--- src/rtl/fifo_pkg.sv ---
`default_nettype none
// ============================================================================
// Module  : fifo_pkg
// Purpose : Shared definitions for the dual-clock FIFO pointer logic.
//           Holds the default address width, depth, pointer type and the
//           Gray/binary conversion helpers used by both read and write sides.
// Ports   : none (package)
// Rev     : 1.0  initial parameterised release
// ============================================================================
package fifo_pkg;

  localparam int c_fifo_addrsize = 4;
  localparam int DEPTH           = 1 << c_fifo_addrsize;
  localparam int c_conv_w        = 32;

  typedef logic [c_fifo_addrsize:0] ptr_t;

  // Conversions work on a wide vector. Callers zero-extend narrower pointers
  // and truncate the result; leading zeros leave the low bits unaffected.
  function automatic logic [c_conv_w-1:0] bin2gray(input logic [c_conv_w-1:0] b);
    return b ^ (b >> 1);
  endfunction

  function automatic logic [c_conv_w-1:0] gray2bin(input logic [c_conv_w-1:0] g);
    logic [c_conv_w-1:0] b;
    b[c_conv_w-1] = g[c_conv_w-1];
    for (int i = c_conv_w - 2; i >= 0; i--) begin
      b[i] = b[i+1] ^ g[i];
    end
    return b;
  endfunction

endpackage
`default_nettype wire

--- src/rtl/sync_gray_bus.sv ---
`default_nettype none
// ============================================================================
// Module  : sync_gray_bus
// Purpose : Multi-flop synchroniser for a Gray-coded bus. Plain flop chain,
//           no logic between stages.
// Ports   : clk   - destination-domain clock
//           rst   - synchronous active-high reset, clears every stage
//           i_d   - asynchronous Gray-coded input bus
//           o_q   - synchronised bus (last stage)
// Rev     : 1.0  initial release
// ============================================================================
module sync_gray_bus #(
  parameter int WIDTH  = 5,
  parameter int STAGES = 2
) (
  input  logic             clk,
  input  logic             rst,
  input  logic [WIDTH-1:0] i_d,
  output logic [WIDTH-1:0] o_q
);

  logic [WIDTH-1:0] r_q [STAGES];

  always_ff @(posedge clk) begin
    if (rst) begin
      for (int i = 0; i < STAGES; i++) begin
        r_q[i] <= '0;
      end
    end else begin
      r_q[0] <= i_d;
      for (int i = 1; i < STAGES; i++) begin
        r_q[i] <= r_q[i-1];
      end
    end
  end

  assign o_q = r_q[STAGES-1];

endmodule
`default_nettype wire

--- src/rtl/rptr_empty_ctl.sv ---
`default_nettype none
// ============================================================================
// Module  : rptr_empty_ctl
// Purpose : Read-side control for the dual-clock FIFO. Owns the binary and
//           Gray read pointers, synchronises the write Gray pointer into
//           rclk and produces registered empty / almost-empty / count.
// Ports   : rclk, rrst       - read clock, synchronous active-high reset
//           rinc             - pop request (ignored while empty)
//           wptr_gray        - write pointer, Gray coded, async to rclk
//           raddr            - RAM read address
//           rptr             - registered Gray read pointer to write domain
//           rempty, raempty  - empty / almost-empty flags
//           rcount           - occupancy seen from the read side
//           rudf, rudf_clr   - sticky underflow flag and its clear
//                              (only when RPTR_UDF_EN is defined)
// Macro   : RPTR_UDF_EN enables the underflow flag logic and ports.
// Rev     : 1.0  parameterised successor to the fixed 4-bit block
// ============================================================================
module rptr_empty_ctl
  import fifo_pkg::*;
#(
  parameter int ADDRSIZE      = c_fifo_addrsize,
  parameter int SYNC_STAGES   = 2,
  parameter int AEMPTY_THRESH = 2
) (
  input  logic                rclk,
  input  logic                rrst,
  input  logic                rinc,
  input  logic [ADDRSIZE:0]   wptr_gray,
  output logic [ADDRSIZE-1:0] raddr,
  output logic [ADDRSIZE:0]   rptr,
  output logic                rempty,
  output logic                raempty,
  output logic [ADDRSIZE:0]   rcount
`ifdef RPTR_UDF_EN
  ,
  output logic                rudf,
  input  logic                rudf_clr
`endif
);

  localparam int                c_pw        = ADDRSIZE + 1;
  localparam logic [ADDRSIZE:0] c_ae_thresh = c_pw'(AEMPTY_THRESH);

  logic [ADDRSIZE:0] r_rbin;
  logic [ADDRSIZE:0] r_rptr;
  logic [ADDRSIZE:0] r_rcount;
  logic              r_rempty;
  logic              r_raempty;

  logic [ADDRSIZE:0] w_wsync;
  logic [ADDRSIZE:0] w_wbin;
  logic [ADDRSIZE:0] w_rbnext;
  logic [ADDRSIZE:0] w_rgnext;
  logic [ADDRSIZE:0] w_count;
  logic              w_pop;

  sync_gray_bus #(
    .WIDTH  (c_pw),
    .STAGES (SYNC_STAGES)
  ) u_wsync (
    .clk (rclk),
    .rst (rrst),
    .i_d (wptr_gray),
    .o_q (w_wsync)
  );

  // Everything below works on the next pointer value so the flags reflect
  // a pop on the same edge the pointer advances.
  always_comb begin
    w_pop    = rinc & ~r_rempty;
    w_rbnext = r_rbin + {{ADDRSIZE{1'b0}}, w_pop};
    w_rgnext = c_pw'(bin2gray(c_conv_w'(w_rbnext)));
    w_wbin   = c_pw'(gray2bin(c_conv_w'(w_wsync)));
    // Wraps modulo 2^(ADDRSIZE+1); a full FIFO yields exactly DEPTH.
    w_count  = w_wbin - w_rbnext;
  end

  always_ff @(posedge rclk) begin
    if (rrst) begin
      r_rbin    <= '0;
      r_rptr    <= '0;
      r_rempty  <= 1'b1;
      r_raempty <= 1'b1;
      r_rcount  <= '0;
    end else begin
      r_rbin    <= w_rbnext;
      r_rptr    <= w_rgnext;
      r_rempty  <= (w_rgnext == w_wsync);
      r_raempty <= (w_count <= c_ae_thresh);
      r_rcount  <= w_count;
    end
  end

  assign raddr   = r_rbin[ADDRSIZE-1:0];
  assign rptr    = r_rptr;
  assign rempty  = r_rempty;
  assign raempty = r_raempty;
  assign rcount  = r_rcount;

`ifdef RPTR_UDF_EN
  logic r_rudf;

  // Set has priority over clear so an underflow in the clearing cycle
  // is not lost.
  always_ff @(posedge rclk) begin
    if (rrst) begin
      r_rudf <= 1'b0;
    end else if (rinc & r_rempty) begin
      r_rudf <= 1'b1;
    end else if (rudf_clr) begin
      r_rudf <= 1'b0;
    end
  end

  assign rudf = r_rudf;
`endif

endmodule
`default_nettype wire

--- config.mk ---
export PLATFORM = sky130hd
export DESIGN_NAME = rptr_empty_ctl
export DESIGN_NICKNAME = d
export VERILOG_FILES = /design/src/rtl/fifo_pkg.sv /design/src/rtl/sync_gray_bus.sv /design/src/rtl/rptr_empty_ctl.sv
export SDC_FILE = /design/constraint.sdc
export NUM_CORES = 1
export LEC_CHECK = 0
export BUFFER_PORTS_ARGS = -buffer_cell sky130_fd_sc_hd__buf_2
export CELL_PAD_IN_SITES_DETAIL_PLACEMENT = 1
export CELL_PAD_IN_SITES_GLOBAL_PLACEMENT = 2
export CORE_MARGIN = 1.5
export CORE_UTILIZATION = 32
export CTS_BUF_LIST = sky130_fd_sc_hd__clkbuf_2 sky130_fd_sc_hd__clkbuf_4 sky130_fd_sc_hd__clkbuf_8
export CTS_CLUSTER_DIAMETER = 120
export CTS_CLUSTER_SIZE = 28
export DETAILED_ROUTE_END_ITERATION = 8
export GPL_TIMING_DRIVEN = 0
export HOLD_SLACK_MARGIN = 0.08
export PLACE_DENSITY = 0.73
export SLEW_MARGIN = 20
export SYNTH_ARGS = -nofsm -noshare
export SYNTH_HDL_FRONTEND = slang
export SYNTH_SLANG_ARGS = --single-unit
--- constraint.sdc ---
create_clock -name rclk -period 3 [get_ports rclk]
set_input_delay 0.15 -clock rclk [delete_from_list [all_inputs] [get_ports rclk]]
set_output_delay 0.15 -clock rclk [all_outputs]
set_load 0.1 [all_outputs]
After elaboration in Yosys (flattened, before gate mapping)
Memories as Yosys holds them, arrays and structs flattened.
Index checks and enable logic that the tools add are counted.
Widths: inputs -> output; s select.
{ "word_totals": {"mem_count": 1, "ram_bits": 10, "ff_bits": 17, "elab_cells": 24, "out_inout_bits": 16} }
{ "op_classes": {"n_bitwise": 9, "n_eq_ne": 1, "add_sub_neg": 2, "n_mux": 5, "magnitude_cmp": 1} }
{ "memory_table": {"columns": ["memory", "words", "word_bits", "read_ports", "rd_ports_with_merged_regs", "wr", "line_no", "rtl"], "rows": [
  ["u_wsync.r_q", 2, 5, 2, 0, 2, "sync_gray_bus.sv:22", "logic [WIDTH-1:0] r_q [STAGES];"]
]} }
{ "op_table": {"columns": ["operator", "count"], "rows": [
  ["$mux 5", 2],
  ["$add 5x1->5", 1],
  ["$eq 5x5->1", 1],
  ["$le 5x2->1 const B", 1],
  ["$sub 5x5->5", 1],
  ["$xor 5x4->5", 1],
  ["$xor 1x1->1", 4],
  ["$mux 1", 3],
  ["$or 1x1->1", 2],
  ["$and 1x1->1", 1],
  ["$not 1->1", 1]
]} }

Longest topological paths before layout
{ "logic_depth": {"word_depth": 6, "depth_mapped": 10, "mapped_depth_nobuf": 10} }

Cells and area by module
Synthesis repeated with hierarchy kept, for this count alone.
{ "unflattened": {"cells_unflattened": 112, "area_unflattened_um2": 1169.9} }
{ "modules_own_cells": {"columns": ["mod", "instances", "cells_each", "area_per_inst_um2"], "rows": [
  ["rptr_empty_ctl", 1, 87, 869.6],
  ["sync_gray_bus", 1, 25, 300.3]
]} }

Worst setup path after synthesis
No wires, ideal clock.
{ "synth_path": {"path_kind": "flip-flop to flip-flop", "from": "register r_rempty (netlist: rempty)", "to": "register r_raempty (netlist: raempty)", "path_stages_with_launch": 10, "setup_ps": 103, "t_arrival_ps": 3171, "n_path_buf": 0, "path_slack_ps": -274, "synth_period_minus_slack_ps": 3274, "path_cell_list": "dfxtp_1 > nor2b_1 > ha_1 > xor2_1 > inv_1 > fa_1 > and2_0 > a221o_1 > xor2_1 > a2111oi_2"} }
{ "synth_via": {"elab_chain_len": 5} }
{ "synth_rtl": {"columns": ["item", "line_no", "rtl"], "rows": [
  ["start: declaration", "rptr_empty_ctl.sv:48", "logic r_rempty;"],
  ["start signal: assignment", "rptr_empty_ctl.sv:89", "r_rempty <= (w_rgnext == w_wsync);"],
  ["$not 1->1", "rptr_empty_ctl.sv:71", "w_pop = rinc & ~r_rempty;"],
  ["$and 1x1->1", "rptr_empty_ctl.sv:71", null],
  ["$add 5x1->5", "rptr_empty_ctl.sv:72", "w_rbnext = r_rbin + {{ADDRSIZE{1'b0}}, w_pop};"],
  ["$sub 5x5->5", "rptr_empty_ctl.sv:76", "w_count = w_wbin - w_rbnext;"],
  ["$le 5x2->1", "rptr_empty_ctl.sv:90", "r_raempty <= (w_count <= c_ae_thresh);"],
  ["end signal: assignment", "rptr_empty_ctl.sv:90", null],
  ["end: declaration", "rptr_empty_ctl.sv:49", "logic r_raempty;"]
]} }
No other way between the ends.
A chain may end at the register's enable or synchronous reset.

==> metrics.md <==
| Metric | Value |
|---|---|
| Status | complete, no violations |
| Inserted Clock Buffers | 3 |
| Syn avg cell area | 10.6 sq um |
| Net switching power | 365 uW |
| I/O Pins | 24 |
| Clk slew on worst S/H paths | 0.15 ns |
| Initial Util | 0.340 |
| Net Sw Frac | 0.374 |
| GRT met2 Usage | 0.217 |
| Drc violations | 0 |
| DR WL/cell | 12.5 um |
| Yosys cell types | 31 |
| Highest-count cells in the layout ignoring fill and taps | 24 x buf_2, 21 x dfxtp_1, 15 x nor2b_1, 10 x nor2_1, 8 x xor2_1 |
| Clk_skew | 0.00835 ns |
| Fillers | 393 |
| Crit path arrival time | 3.10 ns |
| GPL Wtd Cong | 0.694 |
| Global routing's busiest layer | met2 |
| Rows | 21 |
| Register area share after synthesis | 0.449 |
| CTS tree | done |
| Pins Over Slew Limit | 0 |
| Post-route minimum period | 2.87 ns |
| Final Hold Vio Count | 0 |
| Worst Path Required | 3.23 ns |
| Die height | 63.2 um |
| Syn-to-layout area delta | 33.2% |
| Fin Setup TNS | 0 ns |
| Global-route wire length before repair | 3.99 mm |
| Die X | 63.2 um |
| First drt pass iteration count | 2 |
| Least-Margin Pin Slew | 0.571 ns |
| Met1 usage | 0.165 |
| # port buffers | 23 |
| Max_cap viols | 0 |
| Vias in the first global route | 890 |
| Crit-path max cell delay | 0.50 ns |
| CP endpoint kind | flop |
| Placed cell area | 1340 sq um |
| Clock power share | 0.246 |
| Period utilisation layout | 0.958 |
| LEAKAGE | 0.000701 uW |
| Max Buffers Root-to-Sink | 2 |
| Initial antenna violation count | 0 |
| Synth Instances | 109 |
| Core ar. | 3420 sq um |
| Internal power | 611 uW |
| Flop pwr share | 0.397 |
| WL final | 2.42 mm |
| Post-route cell area | 1550 sq um |
| Synth Cell Area | 1160 sq um |
| CP Launch Type | flop |
| Setup violators final | 0 |
| Post-DRT Antenna Nets | 0 |
| Hold Crit Class | flop to flop |
| YS warnings | 0 |
| Pwr Density | 632 nW/um^2 |
| Die area | 3990 sq um |
| Worst hold slack | 0.452 ns |
| Most common cell after layout, fill and taps aside | buf_2 |
| Largest net degree at the start of global routing | 16 |
| Nets | 164 |
| Critical path cell sequence | xor3_2 -> xor2_4 -> xnor2_2 -> ha_2 -> inv_2 -> fa_2 -> and2_4 -> a221o_1 -> xor2_2 -> a2111oi_2 |
| Drt first-iter violations | 26 |
| Clk_lat worst skew | 0.32 ns |
| HPWL Detailed | 1.74 mm |
| H-tree depth | 1 |
| Routed vias/inst | 4.39 |
| RSZ-0062 raised after global routing | no |
| Clock sinks | 26 |
| Maximum vdd drop | 0.000326 V |
| CP Max Fanout | 3 |
| Gate power share | 0.357 |
| Worst slew margin | 0.619 |
| Total gr overflow | 0 |
| Syn Nets | 124 |
| Fraction of layout instances using a drive strength above 1 | 0.351 |
| M3 GR Usage | 0.0214 |
| GRT Overall Usage | 0.129 |
| Vias | 851 |
| Post-synthesis register bit count | 26 |
| Ant diodes | 0 |
| Max Clock Freq | 0.348 GHz |
| Crit Path Class | flop to flop |
| Root buffer cell | clkbuf_4 |
| CP max stage cell | xor3_2 |
-- cell families after synthesis --
group,share of synthesized area
AO/OA/AOI/OAI,0.0669
XOR/XNOR,0.193
adder cells (fa/ha/maj),0.0820
buffers and inverters,0.0302
flip-flops,0.449
multiplexers,0.00863
AND/OR/NAND/NOR,0.170
-- per-stage QoR --
| stage | cells | utilization | power [uW] | setup slack (ns) |
|---|---|---|---|---|
| after floorplan | 109 | - | 657 | 0.0388 |
| after CTS | 190 | 0.434 | 972 | 0.00457 |
| final | 194 | 0.452 | 976 | 0.127 |
| after global placement | 178 | 0.391 | 706 | -0.103 |
| after detailed placement | 178 | 0.391 | 709 | -0.203 |
| after global routing | 194 | 0.452 | 1030 | 0.00776 |
-- registers in the layout, indices dropped and copies added, names as in the netlist --
register / flops
rcount: 5
rptr: 4
rempty: 1
r_rbin: 5
u_wsync.r_q: 10
raempty: 1
-- synth_stat cells, drive strengths merged --
library cell   n  area, sq um
nand2          2         7.51
buf            1         5.00
nor2          10         37.5
a221o          1         10.0
xor3           2         50.1
inv            5         18.8
a21boi         1         7.51
nor2b         15         93.8
and4b          1         10.0
a41o           1         10.0
xnor2          8         77.6
a2111oi        1         15.0
a311oi         1         8.76
xor2          11         96.3
o2bb2ai        1         8.76
ha             6         75.1
nand3          1         5.00
o21ai          1         5.00
dfxtp         26          521
fa             1         20.0
nor3           1         5.00
and2           3         18.8
o211ai         1         7.51
or2            1         6.26
a21oi          1         5.00
mux2i          1         10.0
nand4          1         6.26
clkbuf         3         11.3
nor3b          1         7.51
-- critical path, delay by kind of cell (launching register included) --
family | cells | cell delay [ns]
adder cells (fa/ha/maj) | 2 | 0.57
buffers and inverters | 1 | 0.04
AND/OR/NAND/NOR | 1 | 0.14
XOR/XNOR | 4 | 1.03
AO/OA/AOI/OAI | 2 | 0.62
flip-flops | 1 | 0.37
-- final timing paths --
path                                   to  cells past startpoint                    startpoint  slack (ns)
max reg2reg            raempty$_SDFF_PP1_                     10  u_wsync.r_q[0][9]$_SDFF_PP0_        0.13
min          u_wsync.r_q[0][7]$_SDFF_PP0_                      1  u_wsync.r_q[0][2]$_SDFF_PP0_        0.45
min reg2reg  u_wsync.r_q[0][7]$_SDFF_PP0_                      1  u_wsync.r_q[0][2]$_SDFF_PP0_        0.45
max                    raempty$_SDFF_PP1_                     10  u_wsync.r_q[0][9]$_SDFF_PP0_        0.13
-- power by group through the flow --
stage	registers (uW)	clock network (uW)	logic, uW
floorplan	563	0	94.6
global placement	393	0	312
detailed placement	394	0	315
CTS	388	252	333
global route	391	271	367
finish	387	241	348
-- cell type report --
type,instances,area (sq um),share of cell area
Multi-Input combinational cell,74,653,0.423
Clock inverter,1,30.0,0.0194
Clock buffer,3,22.5,0.0146
Buffer,4,16.3,0.0105
Tap cell,46,57.6,0.0372
Inverter,5,18.8,0.0121
Timing Repair Buffer,35,220,0.143
Sequential cell,26,527,0.341
-- timing repair --
item,4_1_cts,5_1_grt
pin swaps,1,6
buffers inserted,2,4
hold buffers,6,0
setup endpoints to repair,2,2
hold endpoints to repair,8,0
gates resized for setup,3,8
-- metal layers --
layer,vias to the layer above,part of all wire
li1,427,-
met1,401,0.47
met2,21,0.48
met3,2,0.041
met4,0,0.0095
met5,-,0
(Power assumes the default switching activity.)
